--- src/rtl/led_pkg.sv ---
// Shared constants, channel state encoding and the gamma duty map for the LED fade driver.
package led_pkg;

    localparam int NUM_LED = 8;
    localparam int LEVEL_W = 8;
    localparam logic [LEVEL_W-1:0] PWM_MAX = 8'd254;

    typedef enum logic [1:0] {
        OFF  = 2'd0,
        RISE = 2'd1,
        HOLD = 2'd2,
        FALL = 2'd3
    } chan_state_t;

    // Squared map keeps full scale pinned so level 255 stays always-on.
    function automatic logic [LEVEL_W-1:0] gamma_map(input logic [LEVEL_W-1:0] level);
        logic [2*LEVEL_W-1:0] sq;
        sq = {{LEVEL_W{1'b0}}, level} * {{LEVEL_W{1'b0}}, level};
        return (level == {LEVEL_W{1'b1}}) ? {LEVEL_W{1'b1}} : sq[2*LEVEL_W-1:LEVEL_W];
    endfunction

endpackage

--- src/rtl/led_fade_chan.sv ---
// One fade channel: level register, ramp FSM, duty map and PWM compare.
// Duty is gamma-mapped when LED_GAMMA_EN is defined, linear otherwise.
//   state | meaning
//   OFF   | level 0, target 0
//   RISE  | ramping up toward target
//   HOLD  | level equals a nonzero target
//   FALL  | ramping down toward target
module led_fade_chan
    import led_pkg::*;
#(
    parameter int FADE_STEP = 8
) (
    input  logic               HCLK,
    input  logic               HRESETn,
    input  logic               enable,
    input  logic               tick,
    input  logic [LEVEL_W-1:0] tgt,
    input  logic [LEVEL_W-1:0] pwm_cnt,
    output logic [LEVEL_W-1:0] level,
    output logic               on
);

    localparam logic [LEVEL_W:0] STEP = (LEVEL_W+1)'(FADE_STEP);

    chan_state_t        state, state_nxt;
    logic [LEVEL_W:0]   up_sum, dn_diff;
    logic [LEVEL_W-1:0] level_nxt, duty;

    // 9-bit ramp: carry or borrow in the top bit clamps to the target.
    always_comb begin
        up_sum    = {1'b0, level} + STEP;
        dn_diff   = {1'b0, level} - STEP;
        level_nxt = level;
        if (tgt > level)
            level_nxt = (up_sum > {1'b0, tgt}) ? tgt : up_sum[LEVEL_W-1:0];
        else if (tgt < level)
            level_nxt = (dn_diff[LEVEL_W] || (dn_diff[LEVEL_W-1:0] < tgt)) ? tgt
                                                                           : dn_diff[LEVEL_W-1:0];
    end

    always_comb begin
        state_nxt = state;
        if (tick) begin
            case (state)
                OFF: begin
                    if (tgt != '0) state_nxt = RISE;
                end
                RISE: begin
                    if (tgt < level)           state_nxt = FALL;
                    else if (level_nxt == tgt) state_nxt = HOLD;
                end
                HOLD: begin
                    if (tgt > level)      state_nxt = RISE;
                    else if (tgt < level) state_nxt = FALL;
                end
                FALL: begin
                    if (tgt > level)           state_nxt = RISE;
                    else if (level_nxt == tgt) state_nxt = (tgt == '0) ? OFF : HOLD;
                end
                default: state_nxt = OFF;
            endcase
        end
    end

    always_ff @(posedge HCLK) begin
        if (!HRESETn || !enable) begin
            level <= '0;
            state <= OFF;
        end else if (tick) begin
            level <= level_nxt;
            state <= state_nxt;
        end
    end

`ifdef LED_GAMMA_EN
    assign duty = gamma_map(level);
`else
    assign duty = level;
`endif

    assign on = (duty > pwm_cnt);

endmodule

--- src/rtl/led_fade_driver.sv ---
// LED fade driver: per-channel brightness ramps modulated onto a shared 255-step PWM carrier.
// Define LED_GAMMA_EN to map channel levels to duty through a squared (perceptual) curve.
module led_fade_driver
    import led_pkg::*;
#(
    parameter int CLK_DIV    = 4,
    parameter int FADE_DIV   = 50000,
    parameter int FADE_STEP  = 8,
    parameter bit ACTIVE_LOW = 1'b0
) (
    input  logic               HCLK,
    input  logic               HRESETn,
    input  logic               enable,
    input  logic [NUM_LED-1:0] led_in,
    input  logic [LEVEL_W-1:0] max_level,
    output logic [NUM_LED-1:0] led_out,
    output logic               busy
);

    localparam logic [15:0]        PRESC_LAST = 16'(CLK_DIV - 1);
    localparam logic [23:0]        FADE_LAST  = 24'(FADE_DIV - 1);
    localparam logic [NUM_LED-1:0] OFF_PINS   = {NUM_LED{ACTIVE_LOW}};

    logic [NUM_LED-1:0] led_in_q, on, differs;
    logic [15:0]        presc;
    logic [LEVEL_W-1:0] pwm_cnt;
    logic [23:0]        fade_cnt;
    logic               en_q, presc_wrap, tick;

    assign presc_wrap = (presc == PRESC_LAST);
    assign tick       = (fade_cnt == FADE_LAST);

    always_ff @(posedge HCLK) begin
        if (!HRESETn) begin
            led_in_q <= '0;
            en_q     <= 1'b0;
            presc    <= '0;
            pwm_cnt  <= '0;
            fade_cnt <= '0;
            led_out  <= OFF_PINS;
        end else begin
            led_in_q <= led_in;
            en_q     <= enable;
            if (!enable) begin
                presc    <= '0;
                pwm_cnt  <= '0;
                fade_cnt <= '0;
                led_out  <= OFF_PINS;
            end else begin
                presc <= presc_wrap ? '0 : presc + 16'd1;
                if (presc_wrap)
                    pwm_cnt <= (pwm_cnt == PWM_MAX) ? '0 : pwm_cnt + 8'd1;
                fade_cnt <= tick ? '0 : fade_cnt + 24'd1;
                led_out  <= on ^ OFF_PINS;
            end
        end
    end

    for (genvar i = 0; i < NUM_LED; i++) begin : gen_chan
        logic [LEVEL_W-1:0] tgt;
        logic [LEVEL_W-1:0] level;

        assign tgt = led_in_q[i] ? max_level : '0;

        led_fade_chan #(
            .FADE_STEP(FADE_STEP)
        ) u_chan (
            .HCLK    (HCLK),
            .HRESETn (HRESETn),
            .enable  (enable),
            .tick    (tick),
            .tgt     (tgt),
            .pwm_cnt (pwm_cnt),
            .level   (level),
            .on      (on[i])
        );

        assign differs[i] = (level != tgt);
    end

    // en_q masks the stale targets during the cycle after the driver is disabled.
    assign busy = en_q & (|differs);

endmodule

--- config.mk ---
export PLATFORM = sky130hd
export DESIGN_NAME = led_fade_driver
export DESIGN_NICKNAME = d
export VERILOG_FILES = /design/src/rtl/led_pkg.sv /design/src/rtl/led_fade_chan.sv /design/src/rtl/led_fade_driver.sv
export SDC_FILE = /design/constraint.sdc
export NUM_CORES = 1
export LEC_CHECK = 0
export ABC_AREA = 1
export BUFFER_PORTS_ARGS = -buffer_cell sky130_fd_sc_hd__buf_2
export CORE_MARGIN = 4
export CORE_UTILIZATION = 39
export DETAILED_ROUTE_END_ITERATION = 7
export GPL_TIMING_DRIVEN = 1
export HOLD_SLACK_MARGIN = 0.08
export PLACE_DENSITY_LB_ADDON = 0.15
export SLEW_MARGIN = 20
export SYNTH_ARGS = -nofsm -noshare
export SYNTH_HDL_FRONTEND = slang
export SYNTH_SLANG_ARGS = --single-unit
--- constraint.sdc ---
create_clock -name HCLK -period 7.2 [get_ports HCLK]
set_input_delay 0.72 -clock HCLK [delete_from_list [all_inputs] [get_ports HCLK]]
set_output_delay 0.72 -clock HCLK [all_outputs]
set_load 0.02 [all_outputs]
# Yosys cells after proc, flatten, opt, wreduce, memory -nomap -nowiden
# Cells that the tools add are included.
dict set report word_totals {
  in_bits 19
  word_cells 159
  register_bits 129
}
dict set report classes {
  n_eq_ne 11
  bitwise 3
  n_addsub 19
  n_reduce_logical 31
  mux 41
  n_lt_le_gt_ge 40
}
# cell count
set op_table {}
lappend op_table {{2-to-1 mux 8 bit} 41}
lappend op_table {{> comparator 8 bit} 16}
lappend op_table {{< comparator 8 bit} 16}
lappend op_table {{adder 8 x 4 -> 9 bit, second input constant} 8}
lappend op_table {{> comparator 9 x 8 -> 1 bit} 8}
lappend op_table {{subtractor 8 x 4 -> 9 bit, second input constant} 8}
lappend op_table {{inequality test 8 bit} 8}
lappend op_table {{adder 24 x 1 -> 24 bit, second input constant} 1}
lappend op_table {{== test 24 x 16 -> 1 bit, second input constant} 1}
lappend op_table {{AND reduction 2 bit} 9}
lappend op_table {{adder 16 x 1 -> 16 bit, second input constant} 1}
lappend op_table {{== test 16 x 2 -> 1 bit, second input constant} 1}
lappend op_table {{nonzero test 2 bit} 8}
lappend op_table {{logical OR 1 bit} 9}
lappend op_table {{adder 8 x 1 -> 8 bit, second input constant} 1}
lappend op_table {{== test 8 bit, second input constant} 1}
lappend op_table {{OR reduction 8 bit} 1}
lappend op_table {{OR reduction 3 bit} 2}
lappend op_table {{logical NOT 1 bit} 2}
lappend op_table {{NOT 1 bit} 2}
lappend op_table {{AND 1 bit} 1}

# Logic depth before layout (Yosys ltp)
# Gate-level depths: netlist of the first run.
dict set report depth {
  word_depth 6
  ltp_mapped 18
}

# Modules after synthesis
# Synthesis of the first run repeated with hierarchy kept, for this count alone.
dict set report hier_totals {
  cells_unflattened 2844
  area_unflattened_um2 17002.6
}
# mod n_inst area_each_um2 cells_per_inst
set modules_own_cells {}
lappend modules_own_cells {{led_fade_chan (gen_chan[2].u_chan ...)} 4 1535.2 251}
lappend modules_own_cells {led_fade_driver 1 4759.6 830}
lappend modules_own_cells {{led_fade_chan (gen_chan[0].u_chan ...)} 2 1517.7 254}
lappend modules_own_cells {{led_fade_chan (gen_chan[7].u_chan)} 1 1545.2 251}
lappend modules_own_cells {{led_fade_chan (gen_chan[6].u_chan)} 1 1521.5 251}

# Worst setup path before layout of the first run
# Ideal clock, no wire load.
dict set report synth_timing {
  path_kind {input -> output}
  start {in max_level[2]}
  end {out busy}
  required_time_ns 6.480
  arrival_ns 2.259
  path_buffers 1
  stages 8
  path_slack_ns 4.221
  path_cell_list {buf_2 nand2_1 inv_1 ha_1 inv_2 nor4_1 nand4_1 o21a_1}
}
dict set report synth_between {
  elab_chain_cells 4
  elab_cells_between_ends 18
}
# item line
set synth_rtl {}
lappend synth_rtl {{start, declared} led_fade_driver.sv:15} ;# input logic [LEVEL_W-1:0] max_level,
lappend synth_rtl {{2-to-1 mux 8 bit} led_fade_driver.sv:63} ;# assign tgt = led_in_q[i] ? max_level : '0;
lappend synth_rtl {{inequality test 8 bit} led_fade_driver.sv:78} ;# assign differs[i] = (level != tgt);
lappend synth_rtl {{OR reduction 8 bit *} led_fade_driver.sv:82} ;# assign busy = en_q & (|differs);
lappend synth_rtl {{AND 1 bit *} led_fade_driver.sv:82}
lappend synth_rtl {{end, declared} led_fade_driver.sv:17} ;# output logic busy
# Every way passes the cells marked *; elsewhere a longest branch is shown, timed or not.

# Worst setup path after layout of the first run
dict set report layout_timing {
  start {in max_level[6]}
  end {out busy}
}
# Same word-level chain as after synthesis.

==> results of run 1 <==
==> through the flow <==
stage          cell area (sq um)  instances  worst slack (ns)  power, mW  util (%)
2_1_floorplan              14400       2278              4.22      0.976         -
3_3_place_gp               15000       2739              3.35       1.05      41.0
3_5_place_dp               15000       2739              3.32       1.06      41.0
4_1_cts                    15600       2771              3.49       2.01      42.7
5_1_grt                    15600       2771              3.39       2.09      42.7
6_report                   15600       2771              3.51       1.99      42.7
==> layout by cell type, fill, tap and decap left out, types with 18 or more instances in the layout <==
master | synthesis | final
inv_2 | 18 | 18
nand4_1 | 42 | 42
buf_2 | 14 | 27
a21oi_1 | 145 | 145
inv_1 | 390 | 390
nand3_1 | 251 | 251
o21ai_0 | 26 | 26
nand2_2 | 19 | 20
nand2_1 | 537 | 536
xor2_1 | 54 | 54
nor2_1 | 220 | 220
ha_1 | 244 | 244
dfxtp_1 | 129 | 129
nor3_1 | 46 | 46
==> layout make-up <==
class / instances / area [sq um] / share of cell area, %
clock inverter: 14 / 180 / 1.16
inverter: 411 / 1560 / 10.0
multi-input combinational: 1701 / 10100 / 64.7
tap: 468 / 586 / 3.76
timing repair buffer: 30 / 158 / 1.01
sequential: 129 / 2580 / 16.6
clock buffer: 18 / 439 / 2.82
==> kinds of logic after synthesis <==
logic type / Yosys count / synth area share, %
and+or+nand+nor: 1175 / 36.6
adders and majority gates: 244 / 21.2
AOI/OAI and AO/OA: 224 / 8.64
buffers and inverters: 448 / 12.1
xor gates and xnor gates: 58 / 3.53
DFF: 129 / 17.9
==> worst paths after layout <==
path | startpoint | endpoint | cells after the start
worst min-delay path | presc[0]$_SDFF_PP0_ | presc[0]$_SDFF_PP0_ | 1
worst max register to register | gen_chan[7].u_chan.level[3]$_SDFFE_PN0P_ | gen_chan[7].u_chan.level[5]$_SDFFE_PN0P_ | 15
worst min register to register | presc[0]$_SDFF_PP0_ | presc[0]$_SDFF_PP0_ | 1
worst max-delay path | max_level[6] | busy | 9
==> registers in the layout, indices dropped and copies added, names as in the netlist <==
register	count
led_out	8
en_q	1
gen_chan.u_chan.level	64
presc	16
led_in_q	8
fade_cnt	24
pwm_cnt	8
==> power breakdown <==
group	switching (mW)	internal (mW)	total, mW
Clock	0.382	0.559	0.941
Sequential	0.00745	0.717	0.725
Combinational	0.226	0.0959	0.322
Total	0.615	1.37	1.99
==> worst register-to-register path: stages (launching register included) <==
cell	delay [ns]
dfxtp_1	0.54
inv_1	0.20
ha_1	0.28
nand3_1	0.10
xor2_1	0.25
inv_1	0.08
ha_1	0.30
nand2_1	0.07
nor2_1	0.11
nand2_1	0.07
a21boi_1	0.40
nand2_1	0.14
nand3_1	0.12
nand3_1	0.07
nand2_1	0.06
inv_1	0.03
==> metal layers <==
layer  track usage, %  vias up  share of wire (%)
met5                0        -                  0
met4             4.48        0                1.4
met3             2.33       35                4.1
met2             34.0      290                 46
met1             28.2     6383                 49
li1                 -     7351                  -
==> flow_summary.json, run 1 <==
{
  "wl_mm": 41.5,
  "cts_htree_levels": 4,
  "cp_slowest_cell": "nor4_1",
  "skew_ns": 0.0129,
  "diodes": 0,
  "die_w_um": 200,
  "ys_top_cells_by_count": "nand2_1, inv_1, nand3_1",
  "first_pass_iters": 6,
  "yosysTopAreaCellShare_pct": 21.2,
  "synthFlopType": "dfxtp_1",
  "drc": 0,
  "async_flop_share_pct": 0,
  "via_per_inst": 5.07,
  "startpoint_type": "input port",
  "irDropWorstVdd_mv": 0.160,
  "synth_area_leaders": "ha_1, dfxtp_1, nand2_1, inv_1, nand3_1",
  "worstPathMaxFanout": 8,
  "hold_buffers": 0,
  "die_y_um": 200,
  "nFillCells": 3967,
  "gr-total-overflow": 0,
  "cts_resized": 0,
  "synth_area_sq_mm": 0.0144,
  "ys_warn_count": 0,
  "synth.avg_cell_area_sq_um": 6.32,
  "cts_tree": "yes",
  "fin_crit_sh_pct": 51.2,
  "rsz0062_at_grt": "false",
  "finalHoldViolations": 0,
  "synth_edf_count": 0,
  "grt_max_degree": 48,
  "dieArea_sq_mm": 0.0401,
  "tightestPinTransition_ns": 0.829,
  "layout.nets": 2553,
  "row_count": 70,
  "core_area_sq_mm": 0.0365,
  "synth_seq_cells": 129,
  "slew-limit-headroom_pct": 44.2,
  "grt_pass1_wl_mm": 66.9,
  "grt.total_usage_pct": 20.3,
  "path_class": "input port to primary output",
  "cts_root_buf": "clkbuf_16",
  "clk_latency_ns": 0.45,
  "yosysMostFrequentCell": "nand2_1",
  "drive_gt1_share_pct": 6.51,
  "finalMaxSlewViolations": 0,
  "max_stage_delay_ns": 0.66,
  "cts_made_buffers": 17,
  "gp_congestion": 0.903,
  "worstPathCellList": "buf_2, nand2_1, inv_1, ha_1, nand4_1, nor4_1, nand4_1, o21a_1, buf_2",
  "max_freq_ghz": 0.271,
  "seq_area_frac_synth_pct": 17.9,
  "hold_class": "flip-flop to flip-flop",
  "arrival_ns": 2.97,
  "cts_setup_buffers": 0,
  "holdWs_ns": 0.450,
  "wl_per_cell_um": 15.0,
  "crit_path_end_kind": "primary output",
  "p_leak_nw": 8.18,
  "yosysTopAreaCell": "ha_1",
  "path_buf_inv": 3,
  "status": "finished, final reports clean",
  "maxCapViolCount": 0,
  "clk_transition_reported_paths_ns": 0.06,
  "synth_fp_nets": 2541,
  "dpl.hpwl_mm": 31.6,
  "num_vias": 14059,
  "critPathTopFamily": "simple AND/OR/NAND/NOR gates",
  "initial_utilization_pct": 39.4,
  "setup_viol": 0,
  "period_needed_ns": 3.69,
  "synth_cell_type_count": 50,
  "grt_antenna_before_repair": 0,
  "drtIter0Drc": 871,
  "io_buffers": 27,
  "cts.sink_count": 129,
  "area_growth_pct": 8.25,
  "syn-instance-count": 2278,
  "finalSetupTns_ns": 0,
  "rrSetupSlack_ns": 4.28,
  "postRouteAntennaNets": 0,
  "cts_buffer_depth": 2,
  "ios": 28,
  "powerDensity_mw_per_mm2": 128,
  "grt_pass1_vias": 13076,
  "cp.required_ns": 6.48
}
Note: power is estimated with default switching activity, not from simulation.
==> run 2: changes to the inputs <==
==> constraint.sdc (replaced) <==
create_clock -name HCLK -period 3.8 [get_ports HCLK]
set_input_delay 0.38 -clock HCLK [delete_from_list [all_inputs] [get_ports HCLK]]
set_output_delay 0.38 -clock HCLK [all_outputs]
set_load 0.02 [all_outputs]
==> run 2 against run 1 <==
Compared with the run above:
- clock power rose by 70%
- non-clock buffer count rose by 1
- cell area fell by 0.37%
- register-to-register slack got worse by 3.2 ns
- largest cell class unchanged
- hold slack got worse by 0.34 ns
- clock-buffer cell count rose by 1
==> flow_summary.json, run 2 (synthesis gave the netlist of run 1 again) <==
{
  "crit_path_end_kind": "primary output",
  "clock_power_share_pct": 44.5,
  "cts_htree_levels": 4,
  "hold_buffers": 0,
  "drtIter0Drc": 986,
  "met2_length_mm": 18.9,
  "hold_class": "input port to flip-flop",
  "via_per_inst": 5.07,
  "holdWs_ns": 0.112,
  "path_class": "flip-flop to primary output",
  "powerDensity_mw_per_mm2": 231,
  "die_w_um": 200,
  "fin_crit_sh_pct": 80.1,
  "cts_setup_buffers": 0,
  "top_register": "gen_chan.u_chan.level",
  "irDropWorstVdd_mv": 0.348,
  "min_from": "led_in[5]",
  "skew_ns": 0.00977,
  "clk_latency_ns": 0.45,
  "clk_transition_reported_paths_ns": 0.07,
  "grt_pass1_vias": 13317,
  "io_buffers": 27,
  "rsz0062_at_grt": "false",
  "cts_root_buf": "clkbuf_16",
  "arrival_ns": 2.66,
  "cts.sink_count": 129,
  "setup_viol": 0,
  "rrSetupSlack_ns": 1.04,
  "cts_resized": 0,
  "finalHoldViolations": 0,
  "postRouteAntennaNets": 0,
  "p_leak_nw": 8.16,
  "grt_max_degree": 47,
  "die_y_um": 200,
  "p_int_mw": 2.46,
  "initial_utilization_pct": 39.4,
  "slew-limit-headroom_pct": 45.7,
  "drive_gt1_share_pct": 6.47,
  "grt_pass1_wl_mm": 67.8,
  "worstPathMaxFanout": 7,
  "maxCapViolCount": 0,
  "num_vias": 14039,
  "wl_met1_mm": 20.2,
  "p_switching_mw": 1.13,
  "cts_tree": "yes",
  "p_sw_share_pct": 31.6,
  "finalMaxSlewViolations": 0,
  "hold_end": "led_in_q[5]$_SDFF_PN0_",
  "grt.total_usage_pct": 20.7,
  "status": "finished, final reports clean",
  "dpl.hpwl_mm": 31.9,
  "layout.nets": 2554,
  "pwr-share-comb_pct": 17.3,
  "reg.largest.list": "gen_chan.u_chan.level: 64 flops, fade_cnt: 24 flops, presc: 16 flops",
  "wl_mm": 41.8,
  "grt_antenna_before_repair": 0,
  "gp_congestion": 0.934,
  "layout_common_cells": "nand2_1, inv_1, nand3_1",
  "core_area_sq_mm": 0.0365,
  "largest_register_ffs": 64,
  "dieArea_sq_mm": 0.0401,
  "tightestPinTransition_ns": 0.814,
  "area_growth_pct": 7.85,
  "row_count": 70,
  "ios": 28,
  "layout_commonest_cell": "nand2_1",
  "met3_length_mm": 1.76,
  "max_freq_ghz": 0.328,
  "pwr-share-seq_pct": 38.3,
  "cp.required_ns": 3.42,
  "diodes": 0,
  "worstReg2RegEnd": "gen_chan[2].u_chan.level[1]$_SDFFE_PN0P_",
  "cts_buffer_depth": 2,
  "startpoint_type": "flip-flop",
  "cts_made_buffers": 17,
  "r2r_cells": 16,
  "top_layer": "met4",
  "period_needed_ns": 3.04,
  "finalSetupTns_ns": 0,
  "gr-total-overflow": 0,
  "rr_startpoint": "gen_chan[2].u_chan.level[3]$_SDFFE_PN0P_",
  "hold_depth": 3,
  "first_pass_iters": 6,
  "wl_per_cell_um": 15.1,
  "final_core_util_pct": 42.5,
  "drc": 0
}
run 2: critical path: stages, from the launching register on:
cell     delay, ns
dfxtp_1       0.55
inv_1         0.18
ha_1          0.33
nand2_1       0.06
nor2_1        0.20
nand3_1       0.17
inv_1         0.19
nand4_1       0.14
o21a_1        0.22
buf_2         0.17
run 2: power by group through the flow:
stage | clock network, mW | logic (mW) | registers (mW)
final | 1.60 | 0.620 | 1.37
after global routing | 1.69 | 0.701 | 1.37
after global placement | 0 | 0.609 | 1.40
after CTS | 1.65 | 0.614 | 1.37
after floorplan | 0 | 0.458 | 1.39
after detailed placement | 0 | 0.610 | 1.40
run 2: routing by layer:
| layer | global-route usage (%) | vias up |
|---|---|---|
| li1 | - | 7357 |
| met1 | 28.3 | 6315 |
| met2 | 34.1 | 310 |
| met3 | 2.59 | 57 |
| met4 | 6.74 | 0 |
| met5 | 0 | - |
run 2: how the worst max path moves through the flow:
stage                                                        start                                        to
after floorplan           gen_chan[2].u_chan.level[3]$_SDFFE_PN0P_  gen_chan[2].u_chan.level[0]$_SDFFE_PN0P_
after global placement                                max_level[7]                                      busy
after detailed placement  gen_chan[2].u_chan.level[3]$_SDFFE_PN0P_  gen_chan[2].u_chan.level[0]$_SDFFE_PN0P_
after CTS                 gen_chan[7].u_chan.level[5]$_SDFFE_PN0P_                                      busy
after global routing                        led_in_q[7]$_SDFF_PN0_                                      busy
final                     gen_chan[7].u_chan.level[5]$_SDFFE_PN0P_                                      busy
run 2: final cells by class:
class	instances	area, sq um
clock buffer	19	443
clock inverter	12	111
fill	3877	21000
inverter	411	1560
multi-input combinational	1701	10100
sequential	129	2580
tap	468	586
timing repair buffer	31	165
run 2: through the flow:
| step | total power, mW | instances | area [sq um] | setup slack [ns] |
|---|---|---|---|---|
| after floorplan | 1.85 | 2278 | 14400 | 1.45 |
| after global placement | 2.01 | 2740 | 15000 | 1.05 |
| after detailed placement | 2.01 | 2740 | 15000 | 1.07 |
| after CTS | 3.64 | 2771 | 15500 | 0.774 |
| after global routing | 3.77 | 2771 | 15500 | 0.621 |
| final | 3.59 | 2771 | 15500 | 0.756 |
==> run 3: changes to the inputs <==
==> constraint.sdc (replaced) <==
create_clock -name HCLK -period 2.6 [get_ports HCLK]
set_input_delay 0.26 -clock HCLK [delete_from_list [all_inputs] [get_ports HCLK]]
set_output_delay 0.26 -clock HCLK [all_outputs]
set_load 0.02 [all_outputs]
==> run 3 against run 2 <==
Compared with the run above:
- non-clock buffer count grew 80
- global-route usage is 0.14 points higher
- cell count is 2.9% higher
- die area stayed put
- power increased by 56%
- via count is 2.2% higher
- cell area grew 6.8%
- sequential power rose by 46%
==> flow_summary.json, run 3 (synthesis gave the netlist of run 1 again) <==
{
  "status": "finished, final reports clean",
  "setup_viol": 0,
  "clk_transition_reported_paths_ns": 0.07,
  "dpl.hpwl_mm": 32.2,
  "rrSetupSlack_ns": 0.12,
  "grt.total_usage_pct": 20.8,
  "wl_per_cell_um": 14.9,
  "startpoint_type": "flip-flop",
  "min_from": "HRESETn",
  "cp_slowest_cell": "dfxtp_2",
  "die_w_um": 200,
  "stdcell_count": 2852,
  "busiest_layer": "met2",
  "place_ws_ns": 0.00748,
  "period_needed_ns": 2.57,
  "r2r_cells": 20,
  "dp_cells": 2795,
  "grt_max_degree": 47,
  "fin_ws_ns": 0.0320,
  "path_class": "flip-flop to primary output",
  "drc": 0,
  "grt_pass1_wl_mm": 68.7,
  "arrival_ns": 2.31,
  "layout_common_cells": "nand2_1, inv_1, nand3_1",
  "grt.met2_usage_pct": 34.8,
  "powerDensity_mw_per_mm2": 337,
  "dieArea_sq_mm": 0.0401,
  "reg.largest.list": "gen_chan.u_chan.level: 64 flops, fade_cnt: 24 flops, presc: 16 flops",
  "drive_gt1_share_pct": 13.6,
  "cts_htree_levels": 4,
  "drtIter0Drc": 846,
  "grt_pass1_vias": 13768,
  "rsz0062_at_grt": "true",
  "cts_made_buffers": 17,
  "clk_latency_ns": 0.44,
  "slew-limit-headroom_pct": 56.3,
  "via_per_inst": 5.03,
  "worstPathMaxFanout": 7,
  "holdWs_ns": 0.354,
  "max_freq_ghz": 0.389,
  "row_count": 70,
  "worstPathCellList": "inv_1, buf_4, ha_1, nor2_2, nand2_1, nor2_1, buf_4, nand4_1, o21a_1, buf_6",
  "p_leak_nw": 8.65,
  "crit_path_end_kind": "primary output",
  "maxCapViolCount": 0,
  "layout_commonest_cell": "nand2_1",
  "finalHoldViolations": 0,
  "use_met1_pct": 27.8,
  "postRouteAntennaNets": 0,
  "nFillCells": 3818,
  "largest_register_ffs": 64,
  "ios": 28,
  "tightestPinTransition_ns": 0.656,
  "area_growth_pct": 15.2,
  "gr-total-overflow": 0,
  "initial_utilization_pct": 39.4,
  "hold_class": "input port to flip-flop",
  "die_y_um": 200,
  "worstReg2RegEnd": "gen_chan[0].u_chan.level[5]$_SDFFE_PN0P_",
  "stdcell_area_sq_mm": 0.0166,
  "cpMostUsedCell": "buf_4",
  "layout.nets": 2634,
  "cts_buffer_depth": 2,
  "hold_end": "led_in_q[0]$_SDFF_PN0_",
  "wl_mm": 42.6,
  "io_buffers": 27,
  "rr_startpoint": "led_in_q[0]$_SDFF_PN0_",
  "place_area_sq_mm": 0.0154,
  "gp_congestion": 0.892,
  "grtUsageMet3_pct": 2.83,
  "cts.sink_count": 129,
  "first_pass_iters": 6,
  "top_register": "gen_chan.u_chan.level",
  "hold_depth": 4,
  "core_area_sq_mm": 0.0365,
  "num_vias": 14347,
  "diodes": 0,
  "fin_crit_sh_pct": 98.8,
  "max_stage_delay_ns": 0.39,
  "cp.required_ns": 2.34,
  "grt_antenna_before_repair": 0,
  "irDropWorstVdd_mv": 0.561,
  "cts_tree": "yes",
  "finalMaxSlewViolations": 0,
  "cts_root_buf": "clkbuf_16",
  "skew_ns": 0.0107
}
==> run 3: cell types whose count changed in the layout (fill, tap and decap cells not counted), sizes merged <==
| cell | previous run | this run |
|---|---|---|
| buf | 31 | 103 |
| bufinv | 1 | 2 |
| clkbuf | 19 | 22 |
| clkinv | 10 | 9 |
| clkinvlp | 3 | 1 |
| dlygate4sd3 | 0 | 8 |
==> run 3: per-stage QoR <==
stage          util, %  power, mW  TNS (ns)
6_report          45.4       5.59         0
3_5_place_dp      42.3       3.03         0
3_3_place_gp      42.3       3.03         0
4_1_cts           44.6       5.62         0
5_1_grt           45.4       5.87    -0.323
2_1_floorplan        -       2.70         0
==> run 3: routing by layer <==
metal | vias up | wire (um)
li1 | 7520 | -
met1 | 6442 | 20100
met2 | 322 | 19300
met3 | 63 | 2140
met4 | 0 | 1100
met5 | - | 0
==> run 3: worst max-delay path by stage <==
stage	endpoint	slack, ns	cells after the start	from
2_1_floorplan	gen_chan[2].u_chan.level[0]$_SDFFE_PN0P_	0.25	16	gen_chan[2].u_chan.level[3]$_SDFFE_PN0P_
3_3_place_gp	gen_chan[7].u_chan.level[6]$_SDFFE_PN0P_	0.03	15	gen_chan[7].u_chan.level[3]$_SDFFE_PN0P_
3_5_place_dp	gen_chan[7].u_chan.level[5]$_SDFFE_PN0P_	0.007	15	gen_chan[7].u_chan.level[3]$_SDFFE_PN0P_
4_1_cts	busy	0.002	11	led_in_q[0]$_SDFF_PN0_
5_1_grt	busy	-0.09	11	led_in_q[0]$_SDFF_PN0_
6_report	busy	0.03	10	gen_chan[0].u_chan.level[3]$_SDFFE_PN0P_
==> run 3: repair_timing <==
action | 4_1_cts | 5_1_grt
setup buffers | 5 | 12
endpoints found under the hold margin | 8 | 0
hold buffers | 8 | 0
pin swaps | 3 | 14
endpoints found under the setup margin | 1 | 55
resized for setup | 61 | 65
==> run 3: final cells by class <==
| type | instances | area, sq um | share of cell area [%] |
|---|---|---|---|
| clock buffers | 22 | 484 | 2.92 |
| clock inverters | 10 | 125 | 0.755 |
| inverters | 411 | 1560 | 9.43 |
| multi-input cells | 1701 | 10300 | 62.3 |
| flip-flops and latches | 129 | 2660 | 16.0 |
| well taps | 468 | 586 | 3.53 |
| repair buffers | 111 | 842 | 5.08 |
==> run 3: where the power goes <==
part           switching, mW  total (mW)  internal, mW
Clock                   1.00        2.52          1.52
Combinational          0.682        1.06         0.378
Sequential            0.0248        2.00          1.98
Total                   1.71        5.59          3.88
==> run 3: worst max-delay path: cells and delay by family (launching register included) <==
family / cells / cell delay (ns)
and+or+nand+nor: 4 / 0.39
DFF: 1 / 0.39
adders and majority gates: 1 / 0.31
AOI/OAI and AO/OA: 1 / 0.24
buffers and inverters: 4 / 0.54
